### config.mk
export PLATFORM = sky130hd
export DESIGN_NAME = route_sequencer
export DESIGN_NICKNAME = d
export VERILOG_FILES = /design/src/rtl/route_pkg.sv /design/src/rtl/route_sequencer_edge_heading.sv /design/src/rtl/route_sequencer.sv
export SDC_FILE = /design/constraint.sdc
export NUM_CORES = 1
export LEC_CHECK = 0
export CAP_MARGIN = 20
export CORE_MARGIN = 1.5
export CORE_UTILIZATION = 58
export CTS_CLUSTER_SIZE = 14
export DETAILED_ROUTE_END_ITERATION = 10
export GPL_TIMING_DRIVEN = 0
export HOLD_SLACK_MARGIN = 0.05
export PLACE_DENSITY_LB_ADDON = 0.25
export REMOVE_ABC_BUFFERS = 1
export SYNTH_ARGS = -nofsm -noshare
export SYNTH_HDL_FRONTEND = slang
export SYNTH_SLANG_ARGS = --single-unit
### constraint.sdc
create_clock -name clk_50 -period 4.8 [get_ports clk_50]
set_input_delay 0.96 -clock clk_50 [delete_from_list [all_inputs] [get_ports clk_50]]
set_output_delay 0.96 -clock clk_50 [all_outputs]
set_load 0.005 [all_outputs]
### src/rtl/route_pkg.sv
// Shared definitions for the route sequencer.
// Holds the command/direction encodings and the turn table. It also holds the arena
// coordinate ROMs (x grows to the north, y grows to the east) and the list of diagonal
// edges with the heading the robot has when it leaves each one.
package route_pkg;

    localparam int N_NODES = 37;

    localparam logic [1:0] CMD_STRAIGHT = 2'b00;
    localparam logic [1:0] CMD_LEFT     = 2'b01;
    localparam logic [1:0] CMD_RIGHT    = 2'b10;
    localparam logic [1:0] CMD_BACK     = 2'b11;

    localparam logic [1:0] DIR_W = 2'b00;
    localparam logic [1:0] DIR_E = 2'b01;
    localparam logic [1:0] DIR_N = 2'b10;
    localparam logic [1:0] DIR_S = 2'b11;

    // Edge classification returned by edge_heading.
    typedef struct packed {
        logic       valid;
        logic       diag;
        logic [1:0] dir;
    } edge_info_t;

    // TURN_LUT[current heading][target direction] -> command.
    localparam logic [1:0] TURN_LUT [4][4] = '{
        '{2'd0, 2'd3, 2'd2, 2'd1},   // facing W
        '{2'd3, 2'd0, 2'd1, 2'd2},   // facing E
        '{2'd1, 2'd2, 2'd0, 2'd3},   // facing N
        '{2'd2, 2'd1, 2'd3, 2'd0}    // facing S
    };

    localparam logic [2:0] NODE_X [N_NODES] = '{
        3'd6, 3'd6, 3'd6, 3'd5, 3'd6, 3'd5, 3'd6, 3'd5, 3'd5, 3'd5,
        3'd4, 3'd3, 3'd2, 3'd1, 3'd0,
        3'd4, 3'd4, 3'd4, 3'd4, 3'd4, 3'd4,
        3'd3, 3'd3, 3'd3, 3'd3, 3'd3, 3'd3,
        3'd2, 3'd2, 3'd2, 3'd2,
        3'd1, 3'd1,
        3'd0, 3'd0, 3'd0, 3'd0
    };

    localparam logic [2:0] NODE_Y [N_NODES] = '{
        3'd3, 3'd0, 3'd1, 3'd1, 3'd5, 3'd6, 3'd6, 3'd0, 3'd2, 3'd3,
        3'd3, 3'd3, 3'd3, 3'd3, 3'd3,
        3'd0, 3'd1, 3'd2, 3'd4, 3'd5, 3'd6,
        3'd0, 3'd1, 3'd2, 3'd4, 3'd5, 3'd6,
        3'd0, 3'd2, 3'd4, 3'd6,
        3'd0, 3'd6,
        3'd0, 3'd2, 3'd4, 3'd6
    };

    // Diagonal edges: the robot drives straight along them and ends up with DIAG_DIR.
    localparam int N_DIAG = 8;
    localparam int DIAG_FROM [N_DIAG] = '{0, 8, 2, 3, 4, 5, 7, 8};
    localparam int DIAG_TO   [N_DIAG] = '{8, 0, 3, 2, 5, 4, 8, 7};
    localparam logic [1:0] DIAG_DIR [N_DIAG] = '{
        DIR_S, DIR_N, DIR_S, DIR_N, DIR_S, DIR_E, DIR_S, DIR_W
    };

endpackage

### src/rtl/route_sequencer_edge_heading.sv
// Combinational edge classifier.
// Ports: from_node/to_node (edge endpoints) -> valid (edge is drivable),
//        diag (edge is in the diagonal table), dir (heading after the edge).
// The diagonal table takes precedence. Otherwise the two nodes must share a row or
// a column of the coordinate ROM.
module route_sequencer_edge_heading
    import route_pkg::*;
#(
    parameter int NODE_W = 6
) (
    input  logic [NODE_W-1:0] from_node,
    input  logic [NODE_W-1:0] to_node,
    output edge_info_t        info
);

    logic [2:0] fx, fy, tx, ty;

    always_comb begin
        info = '0;
        fx   = '0;
        fy   = '0;
        tx   = '0;
        ty   = '0;
        for (int i = 0; i < N_DIAG; i++) begin
            if (int'(from_node) == DIAG_FROM[i] && int'(to_node) == DIAG_TO[i]) begin
                info.valid = 1'b1;
                info.diag  = 1'b1;
                info.dir   = DIAG_DIR[i];
            end
        end
        if (!info.diag && int'(from_node) < N_NODES && int'(to_node) < N_NODES) begin
            fx = NODE_X[from_node];
            fy = NODE_Y[from_node];
            tx = NODE_X[to_node];
            ty = NODE_Y[to_node];
            if (fy == ty && fx != tx) begin
                info.valid = 1'b1;
                info.dir   = (tx > fx) ? DIR_N : DIR_S;
            end else if (fx == tx && fy != ty) begin
                info.valid = 1'b1;
                info.dir   = (ty < fy) ? DIR_W : DIR_E;
            end
        end
    end

endmodule

### src/rtl/route_sequencer.sv
// Mission controller around the path planner.
// Ports: goal_* (goal FIFO push), start/abort (mission control),
//        plan_* / path_* (planner request and path buffer read-back),
//        cmd_* / move_done (motion unit handshake), heading/cur_node/busy/
//        mission_done/error (status).
// Handshakes: goal push happens on goal_valid && goal_ready, and a command is taken on
// cmd_valid && cmd_ready. Both sides hold their data stable while valid is high and not
// yet accepted. plan_req is a single-cycle pulse, and plan_start/plan_end stay constant
// until plan_done.
module route_sequencer
    import route_pkg::*;
#(
    parameter int NODE_W     = 6,
    parameter int GOAL_DEPTH = 8,
    parameter int HOME_NODE  = 0
) (
    input  logic              clk_50,
    input  logic              rst_n,
    input  logic              goal_valid,
    input  logic [NODE_W-1:0] goal_node,
    output logic              goal_ready,
    input  logic              start,
    input  logic              abort,
    output logic              plan_req,
    output logic [NODE_W-1:0] plan_start,
    output logic [NODE_W-1:0] plan_end,
    input  logic              plan_done,
    input  logic [NODE_W-1:0] path_len,
    output logic [NODE_W-1:0] path_rd_idx,
    input  logic [NODE_W-1:0] path_rd_node,
    output logic              cmd_valid,
    output logic [1:0]        cmd,
    input  logic              cmd_ready,
    input  logic              move_done,
    output logic [1:0]        heading,
    output logic [NODE_W-1:0] cur_node,
    output logic              busy,
    output logic              mission_done,
    output logic              error
);

    localparam int PTR_W = $clog2(GOAL_DEPTH);
    localparam int CNT_W = PTR_W + 1;

    localparam logic [3:0] S_IDLE  = 4'd0;
    localparam logic [3:0] S_PLAN  = 4'd1;
    localparam logic [3:0] S_PWAIT = 4'd2;
    localparam logic [3:0] S_RD    = 4'd3;
    localparam logic [3:0] S_CALC  = 4'd4;
    localparam logic [3:0] S_ISSUE = 4'd5;
    localparam logic [3:0] S_MWAIT = 4'd6;
    localparam logic [3:0] S_NEXTG = 4'd7;
    localparam logic [3:0] S_FIN   = 4'd8;

    logic [3:0]        state;
    logic [NODE_W-1:0] fifo_mem [GOAL_DEPTH];
    logic [PTR_W-1:0]  wr_ptr, rd_ptr;
    logic [CNT_W-1:0]  count;
    logic [NODE_W-1:0] k;            // edges still to drive on this leg
    logic [NODE_W-1:0] next_node;
    logic [1:0]        dir_q;
    logic [1:0]        cmd_q;
    logic              plan_req_q;
    logic              push, pop, fifo_empty;
    edge_info_t        edge_info;

    route_sequencer_edge_heading #(.NODE_W(NODE_W)) u_edge (
        .from_node (cur_node),
        .to_node   (path_rd_node),
        .info      (edge_info)
    );

    // Abort flushes the FIFO, so a push in that cycle is refused rather than lost.
    assign goal_ready   = (count != CNT_W'(GOAL_DEPTH)) && !abort;
    assign push         = goal_valid && goal_ready;
    assign pop          = (state == S_PLAN) && !abort;
    assign fifo_empty   = (count == '0);

    // Abort withdraws requests in the same cycle it is seen.
    assign plan_req     = plan_req_q && !abort;
    assign cmd_valid    = (state == S_ISSUE) && !abort;
    assign mission_done = (state == S_FIN) && !abort;
    assign cmd          = cmd_q;
    assign busy         = (state != S_IDLE);
    // Path buffer is read synchronously: the address is shown in RD, data arrives in CALC.
    assign path_rd_idx  = (state == S_RD) ? (k - 1'b1) : '0;

    always_ff @(posedge clk_50) begin
        if (push) begin
            fifo_mem[wr_ptr] <= goal_node;
        end
    end

    always_ff @(posedge clk_50 or negedge rst_n) begin
        if (!rst_n) begin
            wr_ptr <= '0;
            rd_ptr <= '0;
            count  <= '0;
        end else if (abort) begin
            wr_ptr <= '0;
            rd_ptr <= '0;
            count  <= '0;
        end else begin
            if (push) wr_ptr <= wr_ptr + 1'b1;
            if (pop)  rd_ptr <= rd_ptr + 1'b1;
            if (push && !pop)      count <= count + 1'b1;
            else if (pop && !push) count <= count - 1'b1;
        end
    end

    always_ff @(posedge clk_50 or negedge rst_n) begin
        if (!rst_n) begin
            state      <= S_IDLE;
            plan_req_q <= 1'b0;
            plan_start <= '0;
            plan_end   <= '0;
            k          <= '0;
            next_node  <= '0;
            dir_q      <= DIR_W;
            cmd_q      <= CMD_STRAIGHT;
            heading    <= DIR_W;
            cur_node   <= NODE_W'(HOME_NODE);
            error      <= 1'b0;
        end else if (abort) begin
            // Heading and position keep their last committed values.
            state      <= S_IDLE;
            plan_req_q <= 1'b0;
        end else begin
            plan_req_q <= 1'b0;
            case (state)
                S_IDLE: begin
                    if (start) begin
                        error <= 1'b0;
                        state <= fifo_empty ? S_FIN : S_PLAN;
                    end
                end
                S_PLAN: begin
                    plan_start <= cur_node;
                    plan_end   <= fifo_mem[rd_ptr];
                    plan_req_q <= 1'b1;
                    state      <= S_PWAIT;
                end
                S_PWAIT: begin
                    if (plan_done) begin
                        if (path_len == '0) begin
                            error <= 1'b1;
                            state <= S_FIN;
                        end else if (path_len == NODE_W'(1)) begin
                            state <= S_NEXTG;
                        end else begin
                            k     <= path_len - 1'b1;
                            state <= S_RD;
                        end
                    end
                end
                S_RD: begin
                    state <= S_CALC;
                end
                S_CALC: begin
                    if (!edge_info.valid) begin
                        error <= 1'b1;
                        state <= S_FIN;
                    end else begin
                        next_node <= path_rd_node;
                        dir_q     <= edge_info.dir;
                        cmd_q     <= edge_info.diag ? CMD_STRAIGHT
                                                    : TURN_LUT[heading][edge_info.dir];
                        state     <= S_ISSUE;
                    end
                end
                S_ISSUE: begin
                    if (cmd_ready) begin
                        heading <= dir_q;
                        state   <= S_MWAIT;
                    end
                end
                S_MWAIT: begin
                    if (move_done) begin
                        cur_node <= next_node;
                        k        <= k - 1'b1;
                        state    <= (k == NODE_W'(1)) ? S_NEXTG : S_RD;
                    end
                end
                S_NEXTG: begin
                    state <= fifo_empty ? S_FIN : S_PLAN;
                end
                S_FIN: begin
                    state <= S_IDLE;
                end
                default: begin
                    state <= S_IDLE;
                end
            endcase
        end
    end

endmodule

==> impl_results.md, run 1 <==
* Max stage delay on crit path at between 0.6 and 0.7 ns
* Worst-path cell chain: clkdlybuf4s50_1 > inv_1 > ha_1 > mux4_2 > a21oi_1 > o21ai_0 > ha_1 > nand3_1 > xor2_1 > and3_1 > a21boi_1 > or4_1 > a32oi_1 > o21ai_1
* IO Count at 60
* Seq/Total Area, Yosys at a little under half
* Reg2Reg Launch Point: cur_node[2]
* Pre-antenna DRT Iters at 5
* Most used cell, CP: ha_1
* Multi-input logic area at roughly 0.0031 sq mm
* Final HPWL DP at around 9600 um
* Syn. warnings at 0
* Reg2reg end: cmd[1]
* Remaining global-route overflow at 0
* Worst Path Buf+Inv at 2
* Root Buffer: clkbuf_8
* Required time worst endpoint at between 5 and 6 ns
* Critical Path Start Type: input pin
* Worst slew pin tran at between 1 and 1.5 ns
* Iter 0 DRT Violations at around 420
* H-Tree Level Count at 3
* Worst skew pair latency at roughly 0.36 ns
* Core area at about 0.010 sq mm
* Synth async-reset ratio at 52.00%
* Tcrit/Tclk final at between 90 and 100%
* Drt total wl at about 14000 um
* Rows at 37
* Clk sinks at 100
* Filler cells at ~740
* Initial antenna violation count at 0
* Residual DRC count at 0
* Outcome: complete, no violations
* R2R cell count at 12
* Final Skew at about 0.0074 ns
* Initial cell density of the core at around 59%
* Fmax at about 220 MHz
* Slew HR at between 20 and 30%
* Commonest non-fill, non-tap cell in the layout: clkdlybuf4s50_1
* Critical Path Stages at 14
* Hold crit path type: input pin to asynchronous set/reset pin
* Largest fanout on the critical path at 8
* Slowest CP cell: clkdlybuf4s50_1
* Synth Flop Type: dfrtp_1
* DRT antenna net count at 0
* FF+latch count, synth at 100
* # Max-Cap Violations at 0
* Commonest non-fill, non-tap cells in the layout: 55 x clkdlybuf4s50_1, 52 x dfrtp_1, 48 x edfxtp_1
* Avg Inst Size Synth at around 11 sq um
* Cell area after layout at between 0.006 and 0.007 sq mm
* Via count at between 4000 and 5000
* Vias in the first global route at between 4000 and 5000
* Fin Hold WS at between 0.4 and 0.5 ns
* Clock Tree Buf Depth at 2
* Post-synthesis cell count at between 500 and 600
* Total global-route track usage at 25.42%
* Die width at 105.1 um
* IO Port Bufs at slightly below 60
* GPL Wtd Cong at a little over 0.9
* Routed len/inst at between 15 and 20 um
* R2R setup slack at roughly 0.94 ns
* CP top delay family: buffers and inverters
* Mapped cell area at around 0.006 sq mm
* Via density at 6.195
* Count of cell types in the netlist at between 70 and 80
* Nets at about 670
* RSZ-0062 raised after global routing: no
* Slew Viols, Final at 0
* Reg clk slew, reported paths at 0.10 ns
* Post-synth EDFFs at 48
* P&R area growth vs syn at 14.78%
* Share of cells above drive strength 1 at 12.75%
* Final hold violations at 0
* Crit. Startpoint: path_rd_node[1]
* Maximum vdd drop at between 0.2 and 0.3 mV
* Kind of critical path: input pin to flip-flop
* P_leak at 2.712 nW
* Critical path capture point type: flip-flop
* FF+latch area at between 0.002 and 0.003 sq mm
* Die ar. at around 0.011 sq mm
* Hold-fix buffers, CTS at 0
* Final setup violating endpoints at 0
* Post-CTS Resized at 0
* N_diodes at 0
* CP Data Arrival Time at just under 5 ns
* Cell Pwr Density at roughly 340 mW/mm^2
* CP endpoint: cmd[1]
* Die Height at between 100 and 150 um
* Fin crit period at 4.562 ns
* Post-CTS setup buffers at 0
* First-pass GRT wire length at ~22000 um
* CTS tree: built
* Total CTS buffers at 9
* Largest net degree at the start of global routing at 42
* Dpl cell area at about 0.0067 sq mm
-- worst min path at each step --
stage | from | to | cells after the start
finish | rst_n | wr_ptr[2] | 1
global route | rst_n | k[5] | 1
CTS | rst_n | k[5] | 1
detailed placement | plan_start[0] | plan_start[0] | 1
global placement | next_node[2] | cur_node[2] | 1
floorplan | next_node[0] | cur_node[0] | 1
-- synth_stat cells (7+ instances only) --
master / number / share of area (%)
ha_1: 33 / 6.8
nand2b_1: 7 / 0.72
nor3_1: 13 / 1.1
nand2_1: 45 / 2.8
nor2_1: 46 / 2.9
nand3_1: 10 / 0.83
inv_1: 23 / 1.4
xor2_1: 9 / 1.3
edfxtp_1: 48 / 24
xnor2_1: 7 / 1.0
a211oi_1: 11 / 1.4
a21oi_1: 31 / 2.6
nor2b_1: 14 / 1.4
mux2i_1: 12 / 2.0
mux2_2: 19 / 3.5
mux4_2: 17 / 6.3
dfrtp_1: 52 / 22
clkbuf_1: 22 / 1.4
o21ai_0: 29 / 2.4
-- per-stage QoR --
step | setup TNS [ns] | util, % | std cells | worst slack, ns | total power [mW]
floorplan | 0 | - | 529 | 0.7276 | 1.578
global placement | -11.89 | 65.05 | 724 | -1.210 | 1.819
detailed placement | -1.792 | 65.76 | 730 | -0.2680 | 1.866
CTS | 0 | 67.51 | 746 | 0.09664 | 2.362
global route | 0 | 67.81 | 748 | 0.02187 | 2.493
finish | 0 | 67.81 | 748 | 0.2376 | 2.349
-- kinds of logic after synthesis --
kind of cell,Yosys count,synth area share [%]
AND/OR/NAND/NOR,186,16.17
AO/OA/AOI/OAI,122,13.21
flip-flops,100,45.37
buffers and inverters,55,3.912
multiplexers,48,11.86
adder cells (fa/ha/maj),34,7.162
XOR/XNOR,16,2.318
-- power by group --
| group | leakage, nW | internal [mW] | total [mW] | switching, mW |
|---|---|---|---|---|
| Combinational | 1.51 | 0.368 | 0.722 | 0.353 |
| Clock | 0.0944 | 0.197 | 0.492 | 0.295 |
| Sequential | 1.10 | 0.999 | 1.13 | 0.135 |
-- routing by layer --
metal | track usage (%) | wire length [um]
met1 | 33.58 | 5781
met2 | 43.37 | 6925
met3 | 3.119 | 576
met4 | 8.806 | 229
met5 | 0 | 0
-- sequential cells by signal, summed over array words and instances, names as in the netlist --
register	flops
dir_q	2
cmd	2
k	6
fifo_mem	48
state	4
plan_start	6
next_node	6
error	1
plan_end	6
plan_req_q	1
count	4
heading	2
wr_ptr	3
cur_node	6
rd_ptr	3
-- final cells by class --
cell class,instances,share of cell area [%]
multi-input combinational,406,44.74
sequential,100,39.53
timing repair buffer,67,9.450
tap,136,2.453
clock buffer,9,1.785
inverter,23,1.244
clock inverter,7,0.7935
(Power assumes the default switching activity.)
==> run 2: changes to the inputs <==
- CORE_ASPECT_RATIO: not set -> 0.8
- MAX_ROUTING_LAYER: not set -> met4
- clock period: 4.8 -> 4.6 ns (I/O delays scaled with it)
==> impl_results.md, run 2 (synthesis gave the netlist of run 1 again) <==
* Total global-route track usage at roughly a quarter
* Slew HR at 29.91%
* Total CTS buffers at 9
* P_leak at about 2.7 nW
* Drt total wl at 13060 um
* Final Skew at ~0.0092 ns
* Initial antenna violation count at 0
* Grt met1 use at between 30 and 40%
* Pre-antenna DRT Iters at 5
* IO Port Bufs at between 50 and 60
* IO Count at 60
* Met2 usage at 39.77%
* Max stage delay on crit path at between 0.7 and 0.8 ns
* Clk sinks at 100
* Setup total negative slack at 0 ns
* Commonest non-fill, non-tap cell in the layout: clkdlybuf4s50_1
* Worst skew pair latency at 0.34 ns
* Hold-fix buffers, CTS at 0
* Share of cells above drive strength 1 at 12.75%
* Worst-path cell chain: dlygate4sd2_1 > mux4_2 > o21ai_0 > nor2_1 > a21oi_1 > ha_1 > nand3_1 > xor2_2 > and3_1 > a21boi_1 > or4_1 > a32oi_1 > o21ai_1
* Clock Tree Buf Depth at 2
* RSZ-0062 raised after global routing: no
* Remaining global-route overflow at 0
* Required time worst endpoint at ~4.8 ns
* Die ar. at between 0.01 and 0.015 sq mm
* Die Height at around 94 um
* Cell Pwr Density at roughly 370 mW/mm^2
* Routed len/inst at around 17 um
* Fin crit period at approximately 4.3 ns
* Tcrit/Tclk final at between 90% and 100%
* Commonest non-fill, non-tap cells in the layout: 54 x clkdlybuf4s50_1, 52 x dfrtp_1, 48 x edfxtp_1
* Max FFs per register at 48
* Post-CTS setup buffers at 0
* Filler cells at 766
* Vias in the first global route at around 4300
* Die width at ~120 um
* P&R area growth vs syn at 16.21%
* Hold crit path type: input pin to asynchronous set/reset pin
* Final setup violating endpoints at 0
* Cell area after layout at between 0.007 and 0.008 sq mm
* GPL Wtd Cong at roughly 0.9
* Via density at a little over 6
* Residual DRC count at 0
* Rows at 33
* Initial cell density of the core at between 50 and 60%
* Slowest CP cell: dlygate4sd2_1
* Critical Path Start Type: input pin
* Kind of critical path: input pin to flip-flop
* Final hold violations at 0
* Outcome: complete, no violations
* # Max-Cap Violations at 0
* Maximum vdd drop at 0.2717 mV
* Fmax at 230.6 MHz
* Iter 0 DRT Violations at about 300
* Largest net degree at the start of global routing at between 40 and 50
* Worst slew pin tran at between 1 and 1.5 ns
* Nets at about 670
* DRT antenna net count at 0
* H-Tree Level Count at 3
* Reg clk slew, reported paths at 0.07 ns
* First-pass GRT wire length at 21300 um
* CP Data Arrival Time at 4.56 ns
* CTS tree: built
* Largest fanout on the critical path at 24
* Largest Register: fifo_mem
* Critical path capture point type: flip-flop
* Root Buffer: clkbuf_16
* Post-CTS Resized at 3
* N_diodes at 0
* Via count at between 4000 and 5000
* Slew Viols, Final at 0
* Dpl cell area at 0.006741 sq mm
* Core area at a little over 0.01 sq mm
* Final HPWL DP at around 9400 um
* Grt peak-use layer: met2
* GRT met3 Usage at 4.323%
[run 2: layout make-up]
type | count | area [sq um] | area share (%)
clock buffer | 10 | 229.0 | 3.260
clock inverter | 6 | 38.79 | 0.5522
inverter | 23 | 86.33 | 1.229
multi-input combinational | 406 | 3095 | 44.07
sequential | 100 | 2743 | 39.05
tap | 140 | 175.2 | 2.494
timing repair buffer | 67 | 656.9 | 9.352
[run 2: layer usage]
metal / vias to the layer above / share of wire (%)
met1: 2180 / 45
li1: 2166 / -
met2: 180 / 48
met3: 15 / 6.1
met5: - / 0
met4: 0 / 0.90
[run 2: path summary, 6_finish.rpt]
path	start	end	slack [ns]	cells after the start
hold reg to reg	plan_start[2]	plan_start[2]	0.50	1
max in group asynchronous	rst_n	plan_start[1]	3.61	2
setup / recovery	path_rd_node[3]	cmd[0]	0.26	13
setup reg to reg	cur_node[0]	cmd[0]	0.67	15
hold / removal	rst_n	error	0.46	1
min in group clk_50	plan_start[2]	plan_start[2]	0.50	1
[run 2: report_power, final]
part / total [mW] / leakage [nW] / internal, mW / switching, mW
logic: 0.747 / 1.51 / 0.384 / 0.363
registers: 1.18 / 1.10 / 1.04 / 0.136
clock network: 0.684 / 0.130 / 0.366 / 0.318
[run 2: per-stage QoR]
stage                     total power [mW]  std cells  hold WS, ns  util (%)  setup slack, ns
after global routing                 2.757        752       0.4759     68.88          0.04435
final                                2.611        752       0.4646     68.88           0.2638
after detailed placement             1.935        735       0.4956     66.10          -0.4528
after CTS                            2.628        751       0.4677     68.74          0.04208
after global placement               1.891        728       0.4841     65.30           -1.585
after floorplan                      1.647        529       0.4767         -           0.5676
[run 2: critical path, delay by kind of cell]
kind            cells  cell delay (ns)
simple gates        4             0.93
compound gates      5             0.83
buf+inv             1             0.76
mux                 1             0.59
fa+ha+maj           1             0.26
xor+xnor            1             0.25
==> run 3: changes to the inputs <==
- clock period: 4.6 -> 4 ns (I/O delays scaled with it)
==> impl_results.md, run 3 (synthesis gave the netlist of run 1 again) <==
* Die ar. at about 0.011 sq mm
* Reg clk slew, reported paths at about 0.070 ns
* Iter 0 DRT Violations at between 300 and 400
* First-pass GRT wire length at ~21000 um
* Worst-path cell chain: buf_2 > inv_1 > ha_1 > mux4_2 > a21oi_2 > o21ai_0 > ha_1 > nand3_2 > nor3b_1 > o2bb2ai_1 > and3_1 > or4_1 > a32oi_1 > o21ai_1
* RSZ-0062 raised after global routing: no
* Most used cell, CP: ha_1
* Final setup violating endpoints at 0
* Root Buffer: clkbuf_16
* Required time worst endpoint at ~4.2 ns
* Commonest non-fill, non-tap cell in the layout: clkdlybuf4s50_1
* Initial cell density of the core at 59.27%
* Pre-antenna DRT Iters at 5
* P&R area growth vs syn at 16.91%
* IO Count at 60
* Initial antenna violation count at 0
* Max stage delay on crit path at roughly 0.50 ns
* P_leak at between 2 and 3 nW
* Filler cells at approximately 760
* Via count at 4534
* FF+latch area at about 0.0027 sq mm
* Die Height at 94.31 um
* Int Pwr at about 2.1 mW
* Fmax at 261.3 MHz
* Remaining global-route overflow at 0
* H-Tree Level Count at 3
* Via density at around 6.0
* Total CTS buffers at 9
* Fin Hold WS at 0.3422 ns
* Switching power at between 0.9 and 1 mW
* Routed len/inst at between 15 and 20 um
* Critical path capture point type: flip-flop
* Kind of critical path: input pin to flip-flop
* Post-CTS setup buffers at 0
* # Max-Cap Violations at 0
* Sequential Power Share at a little under half
* Total global-route track usage at a little over a quarter
* Worst skew pair latency at about 0.34 ns
* Clk sinks at 100
* Largest net degree at the start of global routing at 42
* Share of cells above drive strength 1 at 14.54%
* Worst slew pin tran at 1.052 ns
* Switch share at 31.45%
* Rows at 33
* Cell Pwr Density at about 430 mW/mm^2
* Worst Path Buf+Inv at 2
* Final hold violations at 0
* N_diodes at 0
* Final Skew at ~0.0093 ns
* Commonest non-fill, non-tap cells in the layout: 53 x clkdlybuf4s50_1, 51 x dfrtp_1, 48 x edfxtp_1
* Clock share of power at 26.2%
* Residual DRC count at 0
* Hold crit path type: input pin to asynchronous set/reset pin
* Tcrit/Tclk final at between 90 and 100%
* Cell area after layout at around 0.007 sq mm
* Max FFs per register at 48
* GPL Wtd Cong at 0.8972
* Slew Viols, Final at 0
* Critical Path Start Type: input pin
* CTS tree: built
* IO Port Bufs at between 50 and 60
* Combinational power share at between 20% and 30%
* Vias in the first global route at roughly 4300
* DRT antenna net count at 0
* CP Data Arrival Time at around 4.1 ns
* Clock Tree Buf Depth at 2
* Dpl cell area at around 0.0067 sq mm
* Nets at 667
* Fin util at 69.29%
* Slowest CP cell: or4_1
* Outcome: complete, no violations
* Slew HR at 29.69%
* R2R setup slack at roughly 0.22 ns
* CP top delay family: simple AND/OR/NAND/NOR gates
* Fin crit period at approximately 3.8 ns
* Largest Register: fifo_mem
* Drt total wl at about 13000 um
* Die width at 117.1 um
* Core area at just over 0.01 sq mm
* Pre-CTS setup slack at -0.9328 ns
* Final HPWL DP at between 9000 and 10000 um
* Maximum vdd drop at ~0.31 mV
* Multi-input logic area at approximately 0.0031 sq mm
* Largest fanout on the critical path at 8
* Worst setup margin at around 0.17 ns
run 3: what timing repair did:
item,in CTS,in global routing
pin swaps,0,3
hold buffers,0,0
gates resized for setup,16,19
setup endpoints to repair,14,10
endpoints found under the hold margin,0,0
run 3: layer usage:
layer / vias up / part of all wire, % / global-route usage [%]
met2: 161 / 48 / 39.91
met1: 2189 / 46 / 36.76
met4: 0 / 0.79 / 6.426
met5: - / 0 / -
met3: 11 / 5.3 / 4.323
li1: 2173 / - / -
run 3: path summary, 6_finish.rpt:
check | startpoint | endpoint | cells past startpoint
worst min-delay path | rst_n | error | 1
worst min register to register | plan_start[2] | plan_start[2] | 1
worst max-delay path | path_rd_node[1] | cmd[0] | 14
max in group asynchronous | rst_n | cur_node[1] | 2
min in group clk_50 | plan_start[2] | plan_start[2] | 1
worst max register to register | cur_node[0] | cmd[0] | 15
run 3: layout make-up:
| type | count | share of cell area (%) |
|---|---|---|
| Clock inverter | 6 | 0.5489 |
| Sequential cell | 100 | 38.83 |
| Timing Repair Buffer | 67 | 9.207 |
| Tap cell | 140 | 2.479 |
| Clock buffer | 10 | 3.240 |
| Multi-Input combinational cell | 406 | 44.42 |
| Inverter | 23 | 1.275 |
run 3: power by group through the flow:
stage	Clock, mW	Combinational (mW)	Sequential [mW]
global placement	0	0.809	1.37
detailed placement	0	0.850	1.38
CTS	0.805	0.861	1.36
floorplan	0	0.552	1.34
finish	0.790	0.865	1.36
global route	0.839	0.957	1.38
run 3: through the flow:
| stage | setup TNS, ns | power [mW] | instances |
|---|---|---|---|
| 2_1_floorplan | 0 | 1.894 | 529 |
| 3_3_place_gp | -36.66 | 2.174 | 728 |
| 5_1_grt | 0 | 3.176 | 752 |
| 3_5_place_dp | -10.58 | 2.225 | 735 |
| 6_report | 0 | 3.013 | 752 |
| 4_1_cts | 0 | 3.023 | 751 |
